## src/rtl/alu_pkg.sv

```systemverilog
// alu_pkg -- shared types and width helpers for the iterative ALU.
//   opcode_e : command encoding on opcode_i (Nop/Add/Mul/Div).
//   state_e  : top-level control FSM states.
//   res_width: result width for a given operand width.
package alu_pkg;

    typedef enum logic [1:0] {
        Nop = 2'd0,
        Add = 2'd1,
        Mul = 2'd2,
        Div = 2'd3
    } opcode_e;

    typedef enum logic [1:0] {
        Idle = 2'd0,
        Busy = 2'd1,
        Fix  = 2'd2,
        Done = 2'd3
    } state_e;

    // Results carry a full product or {remainder, quotient}.
    function automatic int res_width(input int w);
        return 2 * w;
    endfunction

endpackage

```

## src/rtl/alu_muldiv_core.sv

```systemverilog
// alu_muldiv_core -- shared one-bit-per-cycle multiply / restoring-divide
// datapath working on unsigned magnitudes.
//   clk_i, reset_i : clock, synchronous active-high reset
//   start_i        : load magnitudes and arm WidthP iterations
//   is_div_i       : select divide (1) or multiply (0) for this run
//   mag_a_i        : multiplicand / dividend magnitude
//   mag_b_i        : multiplier / divisor magnitude
//   last_o         : the iteration on the coming edge is the final one
//   hi_o, lo_o     : mul -> product {hi,lo}; div -> remainder hi, quotient lo
module alu_muldiv_core #(
    parameter int WidthP = 32
) (
    input  logic              clk_i,
    input  logic              reset_i,
    input  logic              start_i,
    input  logic              is_div_i,
    input  logic [WidthP-1:0] mag_a_i,
    input  logic [WidthP-1:0] mag_b_i,
    output logic              last_o,
    output logic [WidthP-1:0] hi_o,
    output logic [WidthP-1:0] lo_o
);
    localparam int CntW = $clog2(WidthP + 1);

    logic [WidthP-1:0] hi_q, hi_d;   // product high half / partial remainder
    logic [WidthP-1:0] lo_q, lo_d;   // multiplier shifting out / quotient shifting in
    logic [WidthP-1:0] m_q;          // multiplicand / divisor
    logic              div_q;
    logic [CntW-1:0]   cnt_q;

    logic [WidthP:0] sum, shl, diff;
    logic            ge;

    always_comb begin
        // Multiply: conditionally add, keep the carry, shift the pair right.
        sum  = {1'b0, hi_q} + {1'b0, (lo_q[0] ? m_q : '0)};
        // Divide: shift the next dividend bit into the remainder, trial subtract.
        // The remainder stays below the divisor, so shl fits in WidthP+1 bits.
        shl  = {hi_q, lo_q[WidthP-1]};
        diff = shl - {1'b0, m_q};
        ge   = (shl >= {1'b0, m_q});
        if (div_q) begin
            hi_d = ge ? diff[WidthP-1:0] : shl[WidthP-1:0];
            lo_d = {lo_q[WidthP-2:0], ge};
        end else begin
            {hi_d, lo_d} = {sum, lo_q[WidthP-1:1]};
        end
    end

    always_ff @(posedge clk_i) begin
        if (reset_i) begin
            hi_q  <= '0;
            lo_q  <= '0;
            m_q   <= '0;
            div_q <= 1'b0;
            cnt_q <= '0;
        end else if (start_i) begin
            hi_q  <= '0;
            lo_q  <= is_div_i ? mag_a_i : mag_b_i;
            m_q   <= is_div_i ? mag_b_i : mag_a_i;
            div_q <= is_div_i;
            cnt_q <= CntW'(WidthP);
        end else if (cnt_q != '0) begin
            hi_q  <= hi_d;
            lo_q  <= lo_d;
            cnt_q <= cnt_q - CntW'(1);
        end
    end

    assign last_o = (cnt_q == CntW'(1));
    assign hi_o   = hi_q;
    assign lo_o   = lo_q;

endmodule

```

## src/rtl/alu_iter.sv

```systemverilog
// alu_iter -- signed Add / Mul / Div ALU with valid/ready handshakes.
// Mul and Div run WidthP iterations in alu_muldiv_core, then a Fix cycle
// applies sign correction and divide special cases.
//   clk_i, reset_i           : clock, synchronous active-high reset
//   valid_i, ready_o         : command handshake
//   opcode_i                 : Nop=0, Add=1, Mul=2, Div=3
//   operand_a_i, operand_b_i : signed operands (dividend, divisor for Div)
//   valid_o, ready_i         : result handshake
//   result_o                 : 2*WidthP result, held while valid_o=1
// Build option ALU_ITER_BACK_TO_BACK_EN: accept a new command in the same
// cycle the result is taken (ready_o also high in Done when ready_i=1).
module alu_iter
    import alu_pkg::*;
#(
    parameter int WidthP = 32
) (
    input  logic                   clk_i,
    input  logic                   reset_i,
    input  logic                   valid_i,
    input  logic [1:0]             opcode_i,
    input  logic [WidthP-1:0]      operand_a_i,
    input  logic [WidthP-1:0]      operand_b_i,
    output logic                   ready_o,
    input  logic                   ready_i,
    output logic [2*WidthP-1:0]    result_o,
    output logic                   valid_o
);
    localparam int ResW = res_width(WidthP);

    state_e            state_q, state_d;
    opcode_e           op_q, op_in;
    logic              neg_a_q, neg_b_q, b_zero_q;
    logic [WidthP-1:0] a_q;
    logic [ResW-1:0]   result_q, result_d;
    logic              accept, start;

    logic [WidthP-1:0] mag_a, mag_b;
    logic [WidthP:0]   sum;
    logic              core_last;
    logic [WidthP-1:0] core_hi, core_lo;
    logic [ResW-1:0]   prod, mul_res, div_res;
    logic [WidthP-1:0] quo, rem;

`ifdef ALU_ITER_BACK_TO_BACK_EN
    assign ready_o = ~reset_i & ((state_q == Idle) | ((state_q == Done) & ready_i));
`else
    assign ready_o = ~reset_i & (state_q == Idle);
`endif

    assign accept = valid_i & ready_o;
    assign op_in  = opcode_e'(opcode_i);

    // Negating the most-negative value yields 2^(WidthP-1), which is exact
    // when the bits are read as unsigned.
    assign mag_a = operand_a_i[WidthP-1] ? -operand_a_i : operand_a_i;
    assign mag_b = operand_b_i[WidthP-1] ? -operand_b_i : operand_b_i;
    assign sum   = {operand_a_i[WidthP-1], operand_a_i} + {operand_b_i[WidthP-1], operand_b_i};

    alu_muldiv_core #(.WidthP(WidthP)) u_core (
        .clk_i    (clk_i),
        .reset_i  (reset_i),
        .start_i  (start),
        .is_div_i (op_in == Div),
        .mag_a_i  (mag_a),
        .mag_b_i  (mag_b),
        .last_o   (core_last),
        .hi_o     (core_hi),
        .lo_o     (core_lo)
    );

    // Sign fix-up. MostNeg / -1 needs no special case: the magnitude
    // quotient 2^(WidthP-1) with positive sign already reads as MostNeg.
    assign prod    = {core_hi, core_lo};
    assign mul_res = (neg_a_q ^ neg_b_q) ? -prod : prod;
    assign quo     = (neg_a_q ^ neg_b_q) ? -core_lo : core_lo;
    assign rem     = neg_a_q ? -core_hi : core_hi;
    assign div_res = b_zero_q ? {a_q, {WidthP{1'b1}}} : {rem, quo};

    always_comb begin
        state_d  = state_q;
        result_d = result_q;
        start    = 1'b0;
        case (state_q)
            Busy:    if (core_last) state_d = Fix;
            Fix: begin
                result_d = (op_q == Div) ? div_res : mul_res;
                state_d  = Done;
            end
            Done:    if (ready_i) state_d = Idle;
            default: ;
        endcase
        // Accept is only possible in Idle, or in Done alongside the result
        // handshake, so it overrides the transitions above.
        if (accept) begin
            case (op_in)
                Nop: begin
                    result_d = '0;
                    state_d  = Done;
                end
                Add: begin
                    result_d = {{(WidthP-1){sum[WidthP]}}, sum};
                    state_d  = Done;
                end
                default: begin
                    start   = 1'b1;
                    state_d = Busy;
                end
            endcase
        end
    end

    always_ff @(posedge clk_i) begin
        if (reset_i) begin
            state_q  <= Idle;
            result_q <= '0;
            op_q     <= Nop;
            neg_a_q  <= 1'b0;
            neg_b_q  <= 1'b0;
            b_zero_q <= 1'b0;
            a_q      <= '0;
        end else begin
            state_q  <= state_d;
            result_q <= result_d;
            if (accept) begin
                op_q     <= op_in;
                neg_a_q  <= operand_a_i[WidthP-1];
                neg_b_q  <= operand_b_i[WidthP-1];
                b_zero_q <= (operand_b_i == '0);
                a_q      <= operand_a_i;
            end
        end
    end

    assign valid_o  = (state_q == Done);
    assign result_o = result_q;

endmodule

```

## config.mk

```make
export PLATFORM = sky130hd
export DESIGN_NAME = alu_iter
export DESIGN_NICKNAME = d
export VERILOG_FILES = /design/src/rtl/alu_pkg.sv /design/src/rtl/alu_muldiv_core.sv /design/src/rtl/alu_iter.sv
export SDC_FILE = /design/constraint.sdc
export NUM_CORES = 1
export LEC_CHECK = 0
export BUFFER_PORTS_ARGS = -buffer_cell sky130_fd_sc_hd__buf_2
export CORE_MARGIN = 2
export CORE_UTILIZATION = 47
export DETAILED_ROUTE_END_ITERATION = 8
export PLACE_DENSITY = 0.74
export SLEW_MARGIN = 40
export SYNTH_ARGS = -nofsm -noshare
export SYNTH_HDL_FRONTEND = slang
export SYNTH_SLANG_ARGS = --single-unit
```

## constraint.sdc

```tcl
create_clock -name clk_i -period 7.95 [get_ports clk_i]
set_clock_uncertainty 0.2 [all_clocks]
set_input_delay 1.59 -clock clk_i [delete_from_list [all_inputs] [get_ports clk_i]]
set_output_delay 1.59 -clock clk_i [all_outputs]
set_load 0.02 [all_outputs]
```

Yosys cells after proc, flatten, opt, wreduce, memory -nomap -nowiden
Cells that the tools add are included.
{ "word_totals": {"reg_bits": 206, "inputBits": 70} }
{ "classes": {"n_eq_ne": 9, "reduce_logical": 9, "bitwise_logic": 4, "add_sub_neg": 9, "n_lt_le_gt_ge": 1, "mux": 27} }
{ "op_table": {"columns": ["operator", "n"], "rows": [
  ["$mux 32", 12],
  ["$mux 64", 5],
  ["$neg 32->32", 4],
  ["$pmux 64 s2", 1],
  ["$add 32x32->33", 2],
  ["$neg 64->64", 1],
  ["$ge 33x32->1", 1],
  ["$logic_not 32->1", 1],
  ["$sub 32x32->32", 1],
  ["$mux 6", 2],
  ["$eq 2x2->1 const B", 4],
  ["$mux 2", 4],
  ["$eq 6x1->1 const B", 1],
  ["$pmux 2 s3", 1],
  ["$reduce_bool 6->1", 1],
  ["$sub 6x1->6 const B", 1],
  ["$eq 2x1->1 const B", 2],
  ["$logic_not 2->1", 2],
  ["$reduce_bool 4->1", 1],
  ["$reduce_or 2->1", 2],
  ["$ne 3x2->1 const B", 1],
  ["$ne 3x3->1 const B", 1],
  ["$reduce_and 3->1", 1],
  ["$and 1x1->1", 2],
  ["other kinds (4)", 5]
]} }

Logic depth before layout (Yosys ltp)
{ "logic_depth": {"depth_word": 7, "ltp_mapped": 14, "mapped_depth_nobuf": 12} }

Modules after synthesis
From an unflattened synthesis, not the netlist that was laid out.
{ "unflattened": {"cells_unflattened": 2448, "area_unflattened_um2": 18507.8} }
{ "modules_own_cells": {"columns": ["mod", "n_inst", "area_each_um2", "cells_each"], "rows": [
  ["alu_iter", 1, 9322.7, 1275],
  ["alu_muldiv_core", 1, 9185.1, 1173]
]} }

Worst setup path after synthesis
Ideal clock, no wire load.
{ "synth_path": {"path_type": "input -> register", "from": "input operand_a_i[10]", "to": "register result_q[61], in the netlist result_o[61]", "path_stages": 11, "path_buffers": 1, "path_slack_ns": 3.630, "required_ns": 7.612, "t_arrival_ns": 3.982, "cell_sequence": "ha_1 nand2_1 or3_1 nor3_1 o21ai_0 a21oi_1 o2111a_1 o2111ai_1 a21oi_1 clkbuf_1 o32ai_1"} }
{ "synth_between": {"elab_chain_cells": 3} }
{ "synth_lines": {"columns": ["element", "line", "rtl"], "rows": [
  ["start: declaration", "alu_iter.sv:21", "input logic [WidthP-1:0] operand_a_i,"],
  ["$add 32x32->33", "alu_iter.sv:57", "assign sum = {operand_a_i[WidthP-1], operand_a_i} + {operand_b_i[WidthP-1], operand_b_i};"],
  ["$pmux 64 s2", "alu_iter.sv:95", "case (op_in)"],
  ["$mux 64", "alu_iter.sv:94", "if (accept) begin"],
  ["end signal: assignment", "alu_iter.sv:123", "result_q <= result_d;"],
  ["end: declaration", "alu_iter.sv:34", "logic [ResW-1:0] result_q, result_d;"]
]} }
No other way between the ends.
A chain may end at the register's enable or synchronous reset.

Final worst setup path
{ "layout_path": {"from": "register u_core.lo_q[0], in the netlist u_core.lo_o[0]", "to": "register u_core.hi_q[29], in the netlist u_core.hi_o[29]"} }
{ "layout_between": {"elab_chain_cells": 3} }
{ "layout_lines": {"columns": ["element", "line", "rtl"], "rows": [
  ["start: declaration", "alu_muldiv_core.sv:26", "logic [WidthP-1:0] lo_q, lo_d;"],
  ["start signal: assignment", "alu_muldiv_core.sv:59", "lo_q <= is_div_i ? mag_a_i : mag_b_i;"],
  ["start signal: assignment", "alu_muldiv_core.sv:65", "lo_q <= lo_d;"],
  ["$mux 32", "alu_muldiv_core.sv:36", "sum = {1'b0, hi_q} + {1'b0, (lo_q[0] ? m_q : '0)};"],
  ["$add 32x32->33", "alu_muldiv_core.sv:36", null],
  ["$mux 32", "alu_muldiv_core.sv:42", "if (div_q) begin"],
  ["end signal: assignment", "alu_muldiv_core.sv:64", "hi_q <= hi_d;"],
  ["end: declaration", "alu_muldiv_core.sv:25", "logic [WidthP-1:0] hi_q, hi_d;"]
]} }
No other way between the ends.

==> results.sh <==
export IMPL_ys_seq_area_share_pct=22.6
export IMPL_ys_types=77
export IMPL_dpl_hpwl_um=53100
export IMPL_clk_latency_ns=0.58
export IMPL_drtIter0Drc=2284
export IMPL_cellPowerDensity_mw_per_mm2=352
export IMPL_fin_crit_sh_pct=58.4
export IMPL_grt_util_all_layers_pct=33.8
export IMPL_drt_pass1_iterations=6
export IMPL_seq_area_sq_mm=0.00411
export IMPL_crit_required_ns=8.19
export IMPL_path_class="flip-flop to flip-flop"
export IMPL_tritoncts="done"
export IMPL_dieArea_sq_mm=0.0402
export IMPL_yosysTopAreaCell="dfxtp_1"
export IMPL_setup_viol=0
export IMPL_reg2reg_depth=12
export IMPL_drive_above_1_share_pct=9.72
export IMPL_cts_max_path_buffers=3
export IMPL_fmaxAchievable_mhz=215
export IMPL_post_place_cells=3003
export IMPL_yosys_top_cells_area="dfxtp_1 23%, ha_1 7.4%, a21oi_1 6.4%"
export IMPL_hp_start="u_core.m_q[13]$_SDFFE_PP0P_"
export IMPL_rows=72
export IMPL_grt_pass1_wl_um=108000
export IMPL_peakVddDrop_mv=0.204
export IMPL_yosysWarnings=0
export IMPL_relSlewSlack_pct=45.7
export IMPL_antenna_found_initial=11
export IMPL_num_vias=19800
export IMPL_gr_total_overflow=0
export IMPL_drv_slew=0
export IMPL_wl_um=70600
export IMPL_drc=0
export IMPL_io_pin_count=136
export IMPL_synth_seq_cells=205
export IMPL_post_drt_wl_per_cell_um=23.1
export IMPL_fillerInstances=3784
export IMPL_cts_setup_buffers=0
export IMPL_syn_to_final_growth_pct=9.95
export IMPL_grt_max_degree=98
export IMPL_hold_buffers=0
export IMPL_rsz0062_at_grt="no"
export IMPL_port_buffers=135
export IMPL_outcome="finished, final reports clean"
export IMPL_synth_top_area_share_pct=22.6
export IMPL_rrSetupSlack_ns=3.30
export IMPL_p_leak_uw=0.00806
export IMPL_multi_input_area_sq_mm=0.0131
export IMPL_async_flop_share_pct=0
export IMPL_htree_levels=1
export IMPL_synth_fp_nets=2682
export IMPL_tightest_slew_ns=0.815
export IMPL_final_nets=2692
export IMPL_min_path_type="flip-flop to flip-flop"
export IMPL_die_h_um=201
export IMPL_place_congestion=0.990
export IMPL_critPathCaptureType="flip-flop"
export IMPL_timing_rr_start="u_core.lo_o[0]$_SDFFE_PP0P_"
export IMPL_synth_main_ff_cell="dfxtp_1"
export IMPL_final_cells=3053
export IMPL_finalHoldViolCount=0
export IMPL_crit_fanout=32
export IMPL_final_common_cell="nand2_1"
export IMPL_tns_ns=0
export IMPL_layout_common_cells="274 x nand2_1, 230 x a21oi_1, 224 x o21ai_0, 204 x dfxtp_1, 192 x nor2_1"
export IMPL_crit_arrival_ns=4.89
export IMPL_drv_cap=0
export IMPL_clock_sinks=205
export IMPL_clkTransAtPathRegs_ns=0.06
export IMPL_netlist_area_sq_mm=0.0182
export IMPL_root_buffer="clkbuf_16"
export IMPL_avgSynthCellArea_sq_um=7.26
export IMPL_start_kind="flip-flop"
export IMPL_core_area_sq_mm=0.0384
export IMPL_synth_edf_count=0
export IMPL_cts_buffers=25
export IMPL_cts_resized=0
export IMPL_start_util_pct=47.3
export IMPL_die_x_um=201
export IMPL_detail_route_antenna_nets=0
export IMPL_grt_pass1_vias=18500
export IMPL_holdPathStages=2
export IMPL_whs_endpoint="u_core.m_q[13]$_SDFFE_PP0P_"
export IMPL_synthCells=2502
export IMPL_viasPerCell=6.49
export IMPL_min_period_ns=4.65
export IMPL_r2r_end="u_core.hi_o[29]$_SDFFE_PP0P_"
==> where the power goes <==
part,internal [uW],switching [uW]
clock,711,499
sequential,1280,329
combinational,1470,2730
total,3470,3560
==> how the worst max path moves through the flow <==
| stage | startpoint | end | slack, ns | cells after the start |
|---|---|---|---|---|
| global placement | reset_i | result_o[32]$_SDFF_PP0_ | 2.69 | 11 |
| floorplan | operand_a_i[10] | result_o[61]$_SDFF_PP0_ | 3.63 | 11 |
| detailed placement | reset_i | result_o[32]$_SDFF_PP0_ | 3.00 | 11 |
| finish | u_core.lo_o[0]$_SDFFE_PP0P_ | u_core.hi_o[29]$_SDFFE_PP0P_ | 3.30 | 12 |
| CTS | u_core.lo_o[0]$_SDFFE_PP0P_ | u_core.hi_o[29]$_SDFFE_PP0P_ | 3.36 | 12 |
| global route | u_core.lo_o[0]$_SDFFE_PP0P_ | u_core.hi_o[29]$_SDFFE_PP0P_ | 2.98 | 12 |
==> state kept, by name, summed over array words and instances (netlist names) <==
register,count
op_q,2
u_core.cnt_q,6
a_q,31
neg_b_q,1
u_core.div_q,1
b_zero_q,1
u_core.hi_o,32
state_q,2
result_o,64
u_core.lo_o,32
u_core.m_q,32
neg_a_q,1
==> synthesized netlist by cell type (9+ instances only) <==
cell type  count
a211oi_1      45
a21o_1        47
a21oi_1      231
a221oi_1       9
a31oi_1       18
and2_1        11
and3_1        19
buf_1         12
clkbuf_1     164
dfxtp_1      205
ha_1         107
inv_1         80
mux2i_1       55
nand2_1      276
nand2b_1      44
nand3_1       30
nand3b_1       9
nand4_1       13
nor2_1       196
nor2b_1       21
nor3_1        45
nor4_1        20
o211ai_1      67
o21a_1        20
o21ai_0      225
o21bai_1      13
o221ai_1      38
o22ai_1       40
o31ai_1       41
o41ai_1       13
or3_1         36
or4_1         16
xnor2_1      111
xor2_1       100
==> worst max-delay path: stages, from the launching register on <==
cell,delay (ns)
dfxtp_1,0.38
inv_2,0.48
nor2_1,0.18
fa_1,0.46
a21o_1,0.19
a221oi_1,0.50
o311ai_0,0.32
o21ai_0,0.69
o22ai_1,0.25
o21ai_0,0.40
xor2_1,0.18
a21oi_1,0.08
a22o_1,0.21
==> through the flow <==
| step | cell area [sq um] | setup slack, ns | power [uW] | util (%) | hold WS, ns |
|---|---|---|---|---|---|
| after detailed placement | 19100 | 3.00 | 5690 | 49.8 | 0.250 |
| after global placement | 19100 | 2.69 | 5620 | 49.7 | 0.243 |
| after global routing | 20000 | 2.98 | 7450 | 52.0 | 0.285 |
| after CTS | 19900 | 3.36 | 6910 | 52.0 | 0.256 |
| final | 20000 | 3.30 | 7020 | 52.1 | 0.254 |
| after floorplan | 18200 | 3.63 | 4480 | - | 0.232 |
==> logic make-up (layout without fill, tap and decap cells) <==
family,Yosys count,after routing,synth area share [%]
adder cells (fa/ha/maj),110,110,7.70
other,0,5,0
AO/OA/AOI/OAI,896,896,31.4
AND/OR/NAND/NOR,760,760,19.6
flip-flops,205,205,22.6
XOR/XNOR,211,211,10.2
buffers and inverters,265,293,5.56
multiplexers,55,55,3.03
==> area by class of cell <==
type / count / area share (%)
Tap cell: 518 / 3.24
Antenna cell: 5 / 0.0626
Clock inverter: 14 / 0.795
Multi-Input combinational cell: 2032 / 65.8
Timing Repair Buffer: 166 / 4.59
Clock buffer: 31 / 3.45
Sequential cell: 205 / 20.6
Inverter: 82 / 1.54
==> layer usage <==
metal | global-route usage (%) | share of wire, % | up-vias
met5 | 0 | 0.12 | -
met4 | 18.1 | 6.0 | 14
met3 | 6.31 | 10 | 221
met2 | 52.8 | 43 | 1094
met1 | 44.2 | 40 | 9316
li1 | - | - | 9176
No activity file was read; power rests on OpenSTA's default activity.
